## src/rtl/mem_port_arbiter.sv

```systemverilog
// Two-requester (instruction fetch / data) arbiter for a single synchronous memory port.
// Optional ARB_DATA_PRIO_EN: data requester wins every tie instead of round-robin.
module mem_port_arbiter #(
  parameter int unsigned MEM_AW  = 12,
  parameter int unsigned MEM_LAT = 1
) (
  input  logic              clk,
  input  logic              reset,
  input  logic              if_req_valid,
  output logic              if_req_ready,
  input  logic [63:0]       if_req_addr,
  output logic              if_resp_valid,
  output logic [31:0]       if_resp_data,
  input  logic              d_req_valid,
  output logic              d_req_ready,
  input  logic [63:0]       d_req_addr,
  input  logic              d_req_we,
  input  logic [31:0]       d_req_wdata,
  input  logic [3:0]        d_req_wstrb,
  output logic              d_resp_valid,
  output logic [31:0]       d_resp_data,
  output logic              mem_en,
  output logic [3:0]        mem_we,
  output logic [MEM_AW-1:0] mem_addr,
  output logic [31:0]       mem_wdata,
  input  logic [31:0]       mem_rdata
);

  typedef enum logic [1:0] {IDLE, ISSUE, WAIT, RESP} state_t;
  typedef enum logic {REQ_IF = 1'b0, REQ_D = 1'b1} req_t;

  state_t            state, state_nx;
  req_t              owner, last_grant, winner;
  logic [3:0]        cnt;
  logic [MEM_AW-1:0] addr_q;
  logic              we_q;
  logic [31:0]       wdata_q;
  logic [3:0]        wstrb_q;
  logic [31:0]       if_data_q, d_data_q;
  logic              handshake;

  logic unused_addr_bits;
  assign unused_addr_bits = ^{if_req_addr[63:MEM_AW+2], if_req_addr[1:0],
                              d_req_addr[63:MEM_AW+2], d_req_addr[1:0]};

  always_comb begin
    winner = REQ_IF;
    if (if_req_valid && d_req_valid) begin
`ifdef ARB_DATA_PRIO_EN
      winner = REQ_D;
`else
      winner = (last_grant == REQ_D) ? REQ_IF : REQ_D;
`endif
    end else if (d_req_valid) begin
      winner = REQ_D;
    end
  end

  // Ready is gated by reset so nothing is accepted while reset is held.
  assign if_req_ready = reset && (state == IDLE) && if_req_valid && (winner == REQ_IF);
  assign d_req_ready  = reset && (state == IDLE) && d_req_valid  && (winner == REQ_D);
  assign handshake    = if_req_ready || d_req_ready;

  always_comb begin
    state_nx = state;
    unique case (state)
      IDLE:    if (handshake) state_nx = ISSUE;
      ISSUE:   state_nx = WAIT;
      WAIT:    if (cnt == 4'd0) state_nx = RESP;
      RESP:    state_nx = IDLE;
      default: state_nx = IDLE;
    endcase
  end

  assign mem_en        = (state == ISSUE);
  assign mem_we        = (state == ISSUE && we_q) ? wstrb_q : '0;
  assign mem_addr      = (state == ISSUE) ? addr_q : '0;
  assign mem_wdata     = (state == ISSUE) ? wdata_q : '0;
  assign if_resp_valid = (state == RESP) && (owner == REQ_IF);
  assign d_resp_valid  = (state == RESP) && (owner == REQ_D);
  assign if_resp_data  = if_data_q;
  assign d_resp_data   = d_data_q;

  always_ff @(posedge clk) begin
    if (!reset) begin
      state      <= IDLE;
      cnt        <= '0;
      owner      <= REQ_IF;
      last_grant <= REQ_D;
      addr_q     <= '0;
      we_q       <= 1'b0;
      wdata_q    <= '0;
      wstrb_q    <= '0;
      if_data_q  <= '0;
      d_data_q   <= '0;
    end else begin
      state <= state_nx;
      if (state == IDLE && handshake) begin
        owner      <= winner;
        last_grant <= winner;
        if (winner == REQ_IF) begin
          addr_q  <= if_req_addr[MEM_AW+1:2];
          we_q    <= 1'b0;
          wdata_q <= '0;
          wstrb_q <= '0;
        end else begin
          addr_q  <= d_req_addr[MEM_AW+1:2];
          we_q    <= d_req_we;
          wdata_q <= d_req_wdata;
          wstrb_q <= d_req_wstrb;
        end
      end
      if (state == ISSUE) cnt <= 4'(MEM_LAT - 1);
      if (state == WAIT) begin
        if (cnt != 4'd0) begin
          cnt <= cnt - 4'd1;
        end else if (owner == REQ_IF) begin
          if_data_q <= mem_rdata;
        end else begin
          d_data_q <= we_q ? '0 : mem_rdata;
        end
      end
    end
  end

endmodule

```

## config.mk

```make
export PLATFORM = sky130hd
export DESIGN_NAME = mem_port_arbiter
export DESIGN_NICKNAME = d
export VERILOG_FILES = /design/src/rtl/mem_port_arbiter.sv
export SDC_FILE = /design/constraint.sdc
export NUM_CORES = 1
export LEC_CHECK = 0
export BUFFER_PORTS_ARGS = -buffer_cell sky130_fd_sc_hd__buf_2
export CAP_MARGIN = 10
export CORE_AREA = 3 3 122 124
export CTS_CLUSTER_SIZE = 10
export DETAILED_ROUTE_END_ITERATION = 10
export DIE_AREA = 0 0 125 127
export GPL_ROUTABILITY_DRIVEN = 0
export GPL_TIMING_DRIVEN = 0
export PLACE_DENSITY = 0.73
export SETUP_SLACK_MARGIN = 0.2
export SLEW_MARGIN = 15
export SYNTH_ARGS = -nofsm -noshare
export SYNTH_HDL_FRONTEND = slang
export SYNTH_SLANG_ARGS = --single-unit
export TNS_END_PERCENT = 30
```

## constraint.sdc

```tcl
create_clock -name clk -period 2.3 [get_ports clk]
set_clock_uncertainty 0.2 [all_clocks]
set_input_delay 0.23 -clock clk [delete_from_list [all_inputs] [get_ports clk]]
set_output_delay 0.23 -clock clk [all_outputs]
set_load 0.05 [all_outputs]
```

==> run metrics, run 1 <==
status finished, final reports clean; Synth top area share 44.58%; Peak VDD IR 0.0006238 V; TritonCTS Buffers 17; FFs w/ async S/R, synth 0%; minimum clock period 2104 ps; P_int 5.498 mW; maxcap violations 0; total core area 13880 sq um; Synth warnings 0; CP bufs+invs 4; Placed Instance Area 6729 sq um; clock slew at reported path FFs 60 ps; DRT antenna net count 0; DRC viols 0; Cell Chain, Critical Path inv_4 -> ha_4 -> clkbuf_16 -> clkbuf_16 -> and2_4 -> buf_8; Worst Hold Depth 4; row count 43; WL/cell 17.52 um; RSZ-0062 raised after global routing yes; Synth top cells by count 121 x dfxtp_1, 100 x nand2_1, 78 x mux2i_1, 48 x and2_1, 39 x nor2b_1; Worst Hold End wstrb_q[1]; GRT overflow 0; pwr dens 963.2 nW/um^2; most frequent cell after synthesis dfxtp_1; Post-Synthesis Net Count 777; Final Hold Fails 0; Worst R2R Path Depth 5; Die ar. 15880 sq um; clk root buf clkbuf_16; CTS tree done; crit path setup slack, layout 195.8 ps; CP startpoint kind flip-flop; sequential share of the synthesized area 44.58%; syn_area_per_cell 9.517 sq um; worst-path maximum fanout 10; RR Endpoint addr_q[10]; most frequent cell on the critical path clkbuf_16; Crit-path slowest cell dfxtp_2; Clock power frac 34.1%; # clock sinks 121; total number of vias 5630; largest net degree at the start of global routing 17; Final setup viols 0; fmax 475.2 MHz; max incr delay on CP 350 ps; Max Slew Vio Count 0; Min Hold Slack 206.8 ps; IO Count 318; starting density of the core 39.15%; CP endpoint kind output port; HP Start d_req_valid; DP Wirelength 11.74 mm; total negative slack 0 ps; switching power 2.910 mW; Pwr Total 8.407 mW; Tcrit/Tclk final 91.49%; Synth area leader dfxtp_1; Die H 127 um; Comb pwr share 35.4%; Post-synth EDFFs 0; Pleak 3.786 nW; WP data arrival 1670 ps; H-tree level count 4; synthesized area 5434 sq um; Worst-Skew Late Latency 410 ps; Yosys reg bits 121; routed vias/inst 5.114; top cells by area, synth dfxtp_1 45%, mux2i_1 14%, nand2_1 6.9%; Post-Synthesis Cells 571; area growth from synthesis to layout 60.63%; measured slew at the worst slew-check pin 590.9 ps; first-pass GRT wire length 29.90 mm; largest delay contributor family on the critical path buffers and inverters; Sw Ratio 34.61%; layout net count 1114; max_slew headroom 60.60%; required time of the critical path 1870 ps; DRT Pass-1 Iters 6; Synth Flop Type dfxtp_1; Port Buffers 212; WS Path Type reg2out; layout cells sized above 1 33.33%; First DRT Iteration DRCs 365; post-synth cell types 35; # fillers 1077; diode count 0; post-route cell area 8728 sq um; initial antenna violation count 0; pre-CTS setup slack -171.6 ps; vias in the first global route 5825; Total GRT Usage 23.27%; worst r2r src last_grant; Die Wd 125 um; clk buf depth 2; worst reg-to-reg setup slack 270 ps; HP Class in2reg; Seq pwr share 30.6%; Total Wirelength 19.29 mm
tightest hold or removal path, delay by kind of cell:
kind	cells	cell delay, ps
and+or+nand+nor	1	60
buffers and inverters	1	120
AOI/OAI and AO/OA	2	360
layer usage:
layer / routed length, um / GRT usage (%)
met2: 9358 / 40.24
met1: 8027 / 27.31
met5: 0 / 0
met4: 424 / 8.099
met3: 1478 / 7.483
stage by stage:
stage | utilization (%) | std cells
final | 62.88 | 1101
after global routing | 62.88 | 1101
after global placement | 48.48 | 963
after CTS | 62.10 | 1100
after detailed placement | 48.48 | 963
after floorplan | - | 571
layout make-up:
class                           instances  area (sq um)  area share (%)
Buffer                                 54         407.9           4.673
Tap cell                              180         225.2           2.580
Inverter                                4         20.02          0.2294
Clock buffer                           25         495.5           5.677
Multi-Input combinational cell        392          2760           31.62
Timing Repair Buffer                  318          2253           25.82
Clock inverter                          7         137.6           1.577
Sequential cell                       121          2429           27.82
power by group through the flow:
stage	sequential (mW)	combinational, mW	clock, mW
4_1_cts	2.55	2.84	2.89
3_5_place_dp	2.58	2.37	0
6_report	2.57	2.97	2.87
3_3_place_gp	2.57	2.34	0
2_1_floorplan	2.98	1.35	0
5_1_grt	2.60	3.13	3.00
layout by cell type (no fill, tap or decap), drive strengths merged, types with 4 or more instances in the layout:
| master | Yosys | routed |
|---|---|---|
| a21boi | 4 | 4 |
| a32oi | 37 | 37 |
| and2 | 48 | 48 |
| and3 | 4 | 4 |
| buf | 21 | 239 |
| bufinv | 0 | 4 |
| clkbuf | 33 | 65 |
| dfxtp | 121 | 121 |
| dlygate4sd3 | 0 | 93 |
| ha | 5 | 5 |
| inv | 4 | 4 |
| mux2i | 78 | 78 |
| nand2 | 100 | 100 |
| nand3 | 13 | 13 |
| nand3b | 33 | 33 |
| nor2b | 39 | 39 |
| o21ai | 14 | 14 |
registers in the layout, summed over array words and instances (netlist names):
signal / count
wdata_q: 32
we_q: 1
cnt: 4
owner: 1
state: 2
last_grant: 1
addr_q: 12
d_resp_data: 32
if_resp_data: 32
wstrb_q: 4
worst max-delay path by stage:
stage                        start             to  slack (ps)  cells after the start
final                     state[1]  mem_wdata[26]         200                      6
after global routing      state[0]    d_req_ready         150                      7
after CTS                 state[1]  mem_wdata[10]         130                      5
after detailed placement  state[1]  mem_wdata[28]        -170                      6
after global placement    state[1]  mem_wdata[28]        -180                      6
after floorplan           state[1]  mem_wdata[21]         180                      5
cell families (layout without fill, tap and decap cells):
kind of cell | count (synthesis) | after routing | synth area share, %
buffers and inverters | 58 | 408 | 6.332
adders and majority gates | 5 | 5 | 1.151
DFF | 121 | 121 | 44.58
AOI/OAI and AO/OA | 63 | 63 | 9.164
and+or+nand+nor | 246 | 246 | 24.41
muxes | 78 | 78 | 14.37
timing repair:
item,in CTS,in global routing
endpoints found under the setup margin,50,117
hold buffers,93,0
buffers inserted,11,1
endpoints found under the hold margin,113,0
gates resized for setup,71,46
pin swaps,3,1
cloned,1,0
No activity file was read; power rests on OpenSTA's default activity.
==> inputs of run 2 (changes only) <==
--- a/config.mk
+++ b/config.mk
@@ -12,7 +12,6 @@
 export DETAILED_ROUTE_END_ITERATION = 10
 export DIE_AREA = 0 0 125 127
 export GPL_ROUTABILITY_DRIVEN = 0
-export GPL_TIMING_DRIVEN = 0
 export PLACE_DENSITY = 0.73
 export SETUP_SLACK_MARGIN = 0.2
 export SLEW_MARGIN = 15
==> run metrics, run 2 (same netlist as run 1, synthesis figures left out) <==
status finished, final reports clean; clock slew at reported path FFs 50 ps (about the same); Placed Instance Area 6599 sq um (-1.9%); H-tree level count 4 (unchanged); fmax 488.9 MHz (+2.9%); area growth from synthesis to layout 54.87%; first-pass GRT wire length 26.82 mm (-10%); DRT Pass-1 Iters 7 (+1); Pleak 3.617 nW (-4.4%); Peak VDD IR 0.0006072 V (-2.7%); CTS tree done; layout net count 1063 (-4.6%); vias in the first global route 5290 (-9.2%); register area 2425 sq um (-0.15%); Tcrit/Tclk final 88.93% (-2.6 points); DP Wirelength 9.235 mm (-21%); worst-path maximum fanout 35 (+25); largest net degree at the start of global routing 179 (+162); # clock sinks 121 (unchanged); layout cells sized above 1 31.95% (-1.4 points); total number of vias 5302 (-5.8%); First DRT Iteration DRCs 328 (-10%); starting density of the core 39.15% (unchanged); post-route cell area 8416 sq um (-3.6%); row count 43 (unchanged); required time of the critical path 1870 ps (about the same); CP startpoint kind flip-flop; final core occ 60.63% (-2.3 points); Max Slew Vio Count 0 (unchanged); Min Hold Slack 224.3 ps (+17.48 ps); Pwr Total 8.163 mW (-2.9%); minimum clock period 2045 ps (-58.76 ps); HP Class in2reg; max_slew headroom 55.62% (-5.0 points); Die H 127 um (unchanged); WP data arrival 1620 ps (-50 ps); Die ar. 15880 sq um (unchanged); CP endpoint kind output port; Worst R2R Path Depth 5 (unchanged); initial antenna violation count 0 (unchanged); DRC viols 0 (unchanged); TritonCTS Buffers 17 (unchanged); # fillers 1074 (-0.28%); Total GRT Usage 20.87% (-2.4 points); pwr dens 970.0 nW/um^2 (+0.71%); commonest non-fill, non-tap cell in the layout buf_2; DRT antenna net count 0 (unchanged); Die Wd 125 um (unchanged); RSZ-0062 raised after global routing yes; WL/cell 16.04 um (-8.4%); Worst Hold Depth 3 (-1); clk root buf clkbuf_16; maxcap violations 0 (unchanged); IO Count 318 (unchanged); total core area 13880 sq um (unchanged); area of the multi-input gates 2726 sq um (-1.2%); Port Buffers 213 (+0.47%); Worst-Skew Late Latency 410 ps (about the same); WS Path Type reg2out; total setup buffers inserted after CTS 0 (-11); GRT overflow 0 (unchanged); Final Hold Fails 0 (unchanged); measured slew at the worst slew-check pin 665.8 ps (+74.84 ps); total negative slack 0 ps (unchanged); most frequent cells in the layout 164 x buf_2, 119 x dfxtp_1, 100 x nand2_1, 94 x dlygate4sd3_1, 78 x mux2i_1; routed vias/inst 5.045 (-1.3%); Total Wirelength 16.86 mm (-13%); Final setup viols 0 (unchanged); clk buf depth 2 (unchanged)
run 2: layout make-up:
| cell class | instances | area share [%] |
|---|---|---|
| flip-flops and latches | 121 | 28.81 |
| inverters | 4 | 0.1784 |
| well taps | 180 | 2.676 |
| multi-input cells | 392 | 32.40 |
| repair buffers | 321 | 27.97 |
| clock inverters | 12 | 2.632 |
| diodes | 1 | 0.02974 |
| clock buffers | 20 | 5.308 |
run 2: path summary, 6_finish.rpt:
kind / startpoint / end / slack, ps
min: d_req_valid / addr_q[11] / 220
max reg2reg: last_grant / addr_q[2] / 300
min reg2reg: if_resp_data[27] / if_resp_data[27] / 250
max: state[1] / mem_wdata[7] / 250
run 2: report_power, final:
part	internal, mW	switching [mW]	total [mW]
registers	2.39	0.166	2.55
logic	0.947	1.63	2.58
clock network	2.06	0.976	3.03
total	5.39	2.77	8.16
run 2: what timing repair did:
action / 4_1_cts / 5_1_grt
cloned: 0 / 1
pin swaps: 0 / 0
endpoints found under the setup margin: 48 / 80
gates resized for setup: 56 / 7
hold buffers: 94 / 0
endpoints found under the hold margin: 114 / 0
run 2: worst max-delay path, cell delays in order (launching register included):
cell,delay [ps]
dfxtp_2,340
inv_2,100
ha_4,190
buf_12,180
and2_1,200
buf_6,180
run 2: per-layer routing:
metal / vias up / routed length [um] / GRT usage (%)
met5: - / 0 / 0
met4: 0 / 364 / 7.972
met3: 33 / 1447 / 7.818
met2: 235 / 7804 / 34.55
met1: 2498 / 7247 / 24.79
li1: 2536 / - / -
run 2: stage by stage:
step | setup WS (ps) | instances
5_1_grt | 176.6 | 1050
3_3_place_gp | 357.9 | 923
4_1_cts | 185.8 | 1049
2_1_floorplan | 175.3 | 571
3_5_place_dp | 318.1 | 923
6_report | 254.6 | 1051
